[config.mk]
export PLATFORM = sky130hd
export DESIGN_NAME = pre_decode_queue_flat
export DESIGN_NICKNAME = d
export VERILOG_FILES = /design/src/rtl/pre_decode_queue_if.sv /design/src/rtl/pre_decode_queue.sv /design/src/flat_wrapper.sv
export SDC_FILE = /design/constraint.sdc
export NUM_CORES = 1
export LEC_CHECK = 0
export CAP_MARGIN = 20
export CELL_PAD_IN_SITES_DETAIL_PLACEMENT = 0
export CELL_PAD_IN_SITES_GLOBAL_PLACEMENT = 1
export CORE_MARGIN = 2
export CORE_UTILIZATION = 44
export CTS_CLUSTER_SIZE = 40
export DETAILED_ROUTE_END_ITERATION = 12
export GPL_ROUTABILITY_DRIVEN = 0
export PLACE_DENSITY = 0.76
export RECOVER_POWER = 25
export SLEW_MARGIN = 25
export SYNTH_ARGS = -nofsm -noshare
export SYNTH_HDL_FRONTEND = slang
export SYNTH_SLANG_ARGS = --single-unit
[constraint.sdc]
create_clock -name phi2 -period 2.8 [get_ports phi2]
set_input_delay 0.28 -clock phi2 [delete_from_list [all_inputs] [get_ports phi2]]
set_output_delay 0.28 -clock phi2 [all_outputs]
set_load 0.005 [all_outputs]
[src/rtl/pre_decode_queue_if.sv]
// Fetch/sequencer handshake for the opcode pre-decode queue.
// The master modport is the fetch/sequencer side; the slave modport is the queue itself.
interface pre_decode_queue_if #(
    parameter int DATA_W = 8,
    parameter int DEPTH  = 4
);
    localparam int CNT_W = $clog2(DEPTH + 1);

    logic [DATA_W-1:0] data_IN;
    logic              load_IN;
    logic              irq_IN;
    logic              pop_IN;
    logic              flush_IN;

    logic [DATA_W-1:0] preDecode_OUT;
    logic [1:0]        len_OUT;
    logic              int_OUT;
    logic              valid_OUT;
    logic              full_OUT;
    logic [CNT_W-1:0]  count_OUT;
    logic              ovf_OUT;

    modport master (
        output data_IN, load_IN, irq_IN, pop_IN, flush_IN,
        input  preDecode_OUT, len_OUT, int_OUT, valid_OUT, full_OUT, count_OUT, ovf_OUT
    );

    modport slave (
        input  data_IN, load_IN, irq_IN, pop_IN, flush_IN,
        output preDecode_OUT, len_OUT, int_OUT, valid_OUT, full_OUT, count_OUT, ovf_OUT
    );
endinterface

[src/rtl/pre_decode_queue.sv]
// Opcode pre-decode FIFO: buffers fetched bytes and presents the head opcode with its
// instruction length, supporting branch flush and interrupt (BRK) injection.
module pre_decode_queue #(
    parameter int DATA_W = 8,
    parameter int DEPTH  = 4
) (
    input  logic                 phi2,
    input  logic                 rst_n,
    pre_decode_queue_if.slave    bus
);
    localparam int PTR_W = $clog2(DEPTH);
    localparam int CNT_W = $clog2(DEPTH + 1);

    logic [PTR_W-1:0]  rd_ptr_q, rd_ptr_d;
    logic [PTR_W-1:0]  wr_ptr_q, wr_ptr_d;
    logic [CNT_W-1:0]  count_q, count_d;
    logic              ovf_q, ovf_d;

    logic [DATA_W-1:0] mem_data_q [DEPTH];
    logic [DEPTH-1:0]  mem_int_q;

    logic              valid;
    logic              full;
    logic              do_pop;
    logic              do_write;
    logic [PTR_W-1:0]  wr_idx;
    logic [DATA_W-1:0] wr_data;
    logic [DATA_W-1:0] head_data;
    logic              head_int;
    logic [1:0]        head_len;

    // cc = 11 and the bbb/cc table map the 6502-style opcode map to 1..3 bytes.
    function automatic logic [1:0] decode_len(input logic [7:0] op);
        logic [1:0] cc;
        logic [2:0] bbb;
        logic [1:0] len;
        cc  = op[1:0];
        bbb = op[4:2];
        len = 2'd2;
        case (cc)
            2'b01: len = (bbb == 3'b011 || bbb == 3'b110 || bbb == 3'b111) ? 2'd3 : 2'd2;
            2'b11: len = 2'd1;
            default: begin
                if (op == 8'h20) begin
                    len = 2'd3;
                end else if (op == 8'h00 || op == 8'h40 || op == 8'h60) begin
                    len = 2'd1;
                end else begin
                    case (bbb)
                        3'b000:         len = 2'd2;
                        3'b010, 3'b110: len = 2'd1;
                        3'b011, 3'b111: len = 2'd3;
                        default:        len = 2'd2;
                    endcase
                end
            end
        endcase
        return len;
    endfunction

    always_comb begin
        // NOTE: every always_comb output gets a default first so no path can infer a latch.
        rd_ptr_d = rd_ptr_q;
        wr_ptr_d = wr_ptr_q;
        count_d  = count_q;
        ovf_d    = ovf_q;

        valid    = (count_q != '0);
        full     = (count_q == CNT_W'(DEPTH));
        do_pop   = bus.pop_IN & valid & ~bus.flush_IN;
        do_write = bus.load_IN & (bus.flush_IN | ~full | do_pop);
        wr_idx   = bus.flush_IN ? '0 : wr_ptr_q;
        wr_data  = bus.irq_IN ? '0 : bus.data_IN;

        if (bus.flush_IN) begin
            // The branch-target fetch arriving with the flush restarts the queue at slot 0.
            rd_ptr_d = '0;
            wr_ptr_d = bus.load_IN ? PTR_W'(1) : '0;
            count_d  = bus.load_IN ? CNT_W'(1) : '0;
            ovf_d    = 1'b0;
        end else begin
            if (do_pop) begin
                rd_ptr_d = rd_ptr_q + PTR_W'(1);
            end
            if (do_write) begin
                wr_ptr_d = wr_ptr_q + PTR_W'(1);
            end
            case ({do_write, do_pop})
                2'b10:   count_d = count_q + CNT_W'(1);
                2'b01:   count_d = count_q - CNT_W'(1);
                default: count_d = count_q;
            endcase
            ovf_d = ovf_q | (bus.load_IN & full & ~do_pop);
        end
    end

    always_ff @(posedge phi2 or negedge rst_n) begin
        // NOTE: sequential state is updated with non-blocking assignments only.
        if (!rst_n) begin
            rd_ptr_q <= '0;
            wr_ptr_q <= '0;
            count_q  <= '0;
            ovf_q    <= 1'b0;
        end else begin
            rd_ptr_q <= rd_ptr_d;
            wr_ptr_q <= wr_ptr_d;
            count_q  <= count_d;
            ovf_q    <= ovf_d;
        end
    end

    // NOTE: storage has no reset; an empty count masks whatever stale data it holds.
    always_ff @(posedge phi2) begin
        if (do_write) begin
            mem_data_q[wr_idx] <= wr_data;
            mem_int_q[wr_idx]  <= bus.irq_IN;
        end
    end

    always_comb begin
        head_data = mem_data_q[rd_ptr_q];
        head_int  = mem_int_q[rd_ptr_q];
        head_len  = head_int ? 2'd1 : decode_len(head_data[7:0]);
    end

    assign bus.preDecode_OUT = valid ? head_data : '0;
    assign bus.len_OUT       = valid ? head_len : 2'd0;
    assign bus.int_OUT       = valid & head_int;
    assign bus.valid_OUT     = valid;
    assign bus.full_OUT      = full;
    assign bus.count_OUT     = count_q;
    assign bus.ovf_OUT       = ovf_q;

endmodule
[src/flat_wrapper.sv]
// flat-port wrapper written by rule: the top's interface ports become plain ports
module pre_decode_queue_flat 
#(
    parameter int DATA_W = 8,
    parameter int DEPTH  = 4
)
  (phi2, rst_n, bus_data_IN, bus_load_IN, bus_irq_IN, bus_pop_IN, bus_flush_IN, bus_preDecode_OUT, bus_len_OUT, bus_int_OUT, bus_valid_OUT, bus_full_OUT, bus_count_OUT, bus_ovf_OUT);
  pre_decode_queue_if #(.DATA_W(DATA_W), .DEPTH(DEPTH)) bus_i ();
  input  logic phi2;
  input  logic rst_n;
  input wire logic [$bits(bus_i.data_IN)-1:0] bus_data_IN;
  input wire logic [$bits(bus_i.load_IN)-1:0] bus_load_IN;
  input wire logic [$bits(bus_i.irq_IN)-1:0] bus_irq_IN;
  input wire logic [$bits(bus_i.pop_IN)-1:0] bus_pop_IN;
  input wire logic [$bits(bus_i.flush_IN)-1:0] bus_flush_IN;
  output wire logic [$bits(bus_i.preDecode_OUT)-1:0] bus_preDecode_OUT;
  output wire logic [$bits(bus_i.len_OUT)-1:0] bus_len_OUT;
  output wire logic [$bits(bus_i.int_OUT)-1:0] bus_int_OUT;
  output wire logic [$bits(bus_i.valid_OUT)-1:0] bus_valid_OUT;
  output wire logic [$bits(bus_i.full_OUT)-1:0] bus_full_OUT;
  output wire logic [$bits(bus_i.count_OUT)-1:0] bus_count_OUT;
  output wire logic [$bits(bus_i.ovf_OUT)-1:0] bus_ovf_OUT;
  assign bus_i.data_IN = bus_data_IN;
  assign bus_i.load_IN = bus_load_IN;
  assign bus_i.irq_IN = bus_irq_IN;
  assign bus_i.pop_IN = bus_pop_IN;
  assign bus_i.flush_IN = bus_flush_IN;
  assign bus_preDecode_OUT = bus_i.preDecode_OUT;
  assign bus_len_OUT = bus_i.len_OUT;
  assign bus_int_OUT = bus_i.int_OUT;
  assign bus_valid_OUT = bus_i.valid_OUT;
  assign bus_full_OUT = bus_i.full_OUT;
  assign bus_count_OUT = bus_i.count_OUT;
  assign bus_ovf_OUT = bus_i.ovf_OUT;
  pre_decode_queue #(.DATA_W(DATA_W), .DEPTH(DEPTH)) u_core (.phi2(phi2), .rst_n(rst_n), .bus(bus_i));
endmodule
==> flow_metrics.py <==
metrics = {
    "outcome": {
        "run_status": "finished, final reports clean",
    },
    "power_and_ir_drop": {
        "static_power_due_to_leakage_uw": 0.000908,
        "power_density_mw_per_mm2": 633,
        "total_design_power_uw": 1610,
        "vdd_drop_max_uv": 272,
    },
    "die": {
        "die_w_um": 72.1,
        "die_height_um": 72.1,
        "core_area_mm2": 0.00441,
        "design.die.area_mm2": 0.00520,
        "boundaryPins": 31,
        "num_rows": 24,
        "initial_utilization_pct": 46.3,
    },
    "layout": {
        "flow.area_growth_from_synthesis_pct": 24.9,
        "layout_commonest_cell": "sky130_fd_sc_hd__edfxtp_1",
        "num_antenna_cells": 0,
        "layout.cells.most_common_list": "sky130_fd_sc_hd__edfxtp_1 (36), sky130_fd_sc_hd__clkdlybuf4s50_1 (27), sky130_fd_sc_hd__nor2_1 (13)",
        "fillerInstances": 353,
        "finish.net_count": 194,
        "drive_above_1_share_pct": 16.2,
        "seqCellArea_mm2": 0.00128,
        "multiInputGateArea_um2": 691,
    },
    "route": {
        "wl_met1_mm": 1.69,
        "met2_wirelength_mm": 1.84,
        "post_drt_via_cell_ratio": 5.30,
        "drc": 0,
        "detail_route.first_pass.iterations": 4,
        "post_detailed_route_count_of_antenna_violating_nets": 0,
        "first_iter_violations": 67,
        "routed_wire_length_per_instance_um": 16.2,
        "num_vias": 1225,
        "dr_wl_met3_um": 166,
        "routed_wl_mm": 3.74,
        "topRoutingLayerUsed": "met4",
    },
    "synthesis": {
        "asyncSetResetFlopFracSynth_pct": 18.2,
        "postSynthNetCount": 151,
        "synth_edf_count": 36,
        "ys_ff_latch": 44,
        "yosys.area_share.simple_pct": 14.0,
        "synth_ff_type": "sky130_fd_sc_hd__edfxtp_1",
        "post_synth_fa_ha_maj_area_fraction_pct": 0.980,
        "synth.yosys.warnings": 0,
        "netlist_area_mm2": 0.00204,
        "synth_mux_area_share_pct": 11.9,
        "synth_top_family_by_area": "simple AND/OR/NAND/NOR gates",
        "synth-xor-area-share_pct": 1.71,
        "netlist_cell_types": 36,
        "synth.yosys.seq_area_share_pct": 62.7,
        "netlist_instances": 136,
        "synth_compound_area_share_pct": 5.94,
        "avgSynthCellArea_um2": 15.0,
    },
    "global_routing": {
        "grt_first_pass_wirelength_mm": 6.00,
        "first_global_vias": 1234,
        "grt_util_all_layers_pct": 15.5,
        "grt.overflow.total": 0,
        "initial_antenna_violation_count": 0,
        "grt_max_degree": 18,
    },
    "setup_path": {
        "critical_path.startpoint_type": "register",
        "timing.critical_path.max_delay_family": "buffers and inverters",
        "crit_buf_inv": 2,
        "timing.critical_path.slowest_cell_delay_ns": 0.54,
        "cpMaxStageDelayCell": "sky130_fd_sc_hd__mux4_2",
        "worstSetupPathDepth": 6,
        "max_fo_critical_path": 5,
        "category_of_the_worst_setup_path_capture_point": "primary output",
        "path_class": "reg2out",
        "worst_ep_required_time_ns": 2.52,
        "worst-r2r-cell-count": 7,
        "cp.arrival_ns": 2.46,
        "crit_chain": "buf_6 -> mux4_2 -> nor4_4 -> a32oi_1 -> and3_1 -> clkdlybuf4s50_1",
    },
    "cts": {
        "cts_tree": "done",
        "cts_htree_levels": 2,
        "numCtsBuffers": 5,
        "clkLatencyLatePin_ns": 0.29,
        "clock_sinks": 44,
        "cts.reportedPaths.clkPinSlew_ns": 0.08,
        "clock-root-buffer": "sky130_fd_sc_hd__clkbuf_8",
        "cts_buffer_depth": 2,
    },
    "timing": {
        "fmaxAchievable_mhz": 365,
        "rsz0062_at_grt": "true",
        "worst_slack_ns": 0.0586,
        "final.min_clock_period_ns": 2.74,
        "worst_slew_pin_slew_ns": 0.627,
        "final_max_slew_viol_count": 0,
        "layout_worst_path_cycle_share_pct": 97.9,
        "setup_viol_count_final": 0,
        "hold_violations": 0,
        "slew_headroom_pct": 57.8,
        "worst_clock_skew_ns": 0.00734,
    },
    "placed_design": {
        "dpl_ws_ns": 0.251,
        "number_of_buffer_cells_added_on_primary_ports": 30,
        "place.detailed.hpwl_mm": 2.64,
    },
    "job": {
        "max_cap_viol_count": 0,
    },
    "min_path": {
        "hp-class": "in2async",
    },
}
per-stage QoR:
step	util [%]	cell area (um^2)	std cells	hold slack, ns	setup TNS [ns]
floorplan	-	2040	136	-0.0156	0
global placement	55.3	2440	221	0.478	0
detailed placement	55.3	2440	221	0.489	0
CTS	57.3	2530	229	0.269	0
global route	57.8	2550	231	0.354	-0.0543
finish	57.8	2550	231	0.336	0
power by group:
part / internal [uW] / switching [uW] / leakage (uW)
clock: 169 / 195 / 0.0000400
combinational: 272 / 187 / 0.000428
sequential: 754 / 37.8 / 0.000439
total: 1200 / 420 / 0.000908
routing by layer:
layer	vias up	global-route usage, %
li1	603	-
met3	5	3.75
met2	31	25.4
met5	-	0
met1	586	20.8
met4	0	4.40
path summary, 6_finish.rpt:
check	startpoint	endpoint	slack, ns
setup / recovery	u_core.rd_ptr_q[0]	bus_len_OUT[1]	0.06
hold / removal	rst_n	u_core.bus.count_OUT[2]	0.34
setup reg to reg	u_core.bus.count_OUT[1]	u_core.bus.count_OUT[2]	0.53
hold reg to reg	u_core.bus.ovf_OUT	u_core.bus.ovf_OUT	0.51
max in group asynchronous	rst_n	u_core.rd_ptr_q[1]	2.17
min in group phi2	u_core.bus.ovf_OUT	u_core.bus.ovf_OUT	0.51
Yosys cell counts (3+ instances only):
cell / n / area share (%)
sky130_fd_sc_hd__edfxtp_1: 36 / 53
sky130_fd_sc_hd__nor2_1: 13 / 2.4
sky130_fd_sc_hd__nor2b_1: 9 / 2.8
sky130_fd_sc_hd__and2_1: 8 / 2.4
sky130_fd_sc_hd__dfrtp_1: 8 / 9.8
sky130_fd_sc_hd__mux4_1: 8 / 10
sky130_fd_sc_hd__a21oi_1: 5 / 1.2
sky130_fd_sc_hd__clkbuf_1: 5 / 0.92
sky130_fd_sc_hd__inv_1: 4 / 0.73
sky130_fd_sc_hd__nand3_1: 3 / 0.73
sky130_fd_sc_hd__nor4_1: 3 / 0.92
sky130_fd_sc_hd__o21ai_0: 3 / 0.73
kinds of logic (layout without fill, tap and decap cells):
logic type,Yosys count,after routing
muxes,10,10
AOI/OAI and AO/OA,18,18
adders and majority gates,1,1
xor gates and xnor gates,4,4
DFF,44,44
and+or+nand+nor,48,48
buffers and inverters,11,54
state kept, by name, summed over array words and instances (netlist names):
signal                count
u_core.bus.ovf_OUT        1
u_core.bus.count_OUT      3
u_core.wr_ptr_q           2
u_core.mem_int_q          4
u_core.rd_ptr_q           2
u_core.mem_data_q        32
final cells by class:
type                            instances  share of cell area (%)
Tap cell                               52                    2.55
Sequential cell                        44                    50.3
Timing Repair Buffer                   43                    16.3
Clock inverter                          2                   0.490
Clock buffer                            5                    2.70
Multi-Input combinational cell         81                    27.1
Inverter                                4                   0.589
what timing repair did:
action                     4_1_cts  5_1_grt
gates cloned                     0        0
buffers inserted                 1        2
gates resized for setup          3        5
hold buffers                     0        0
pin swaps                        0        1
setup endpoints to repair        1        2
No activity file was read; power rests on OpenSTA's default activity.
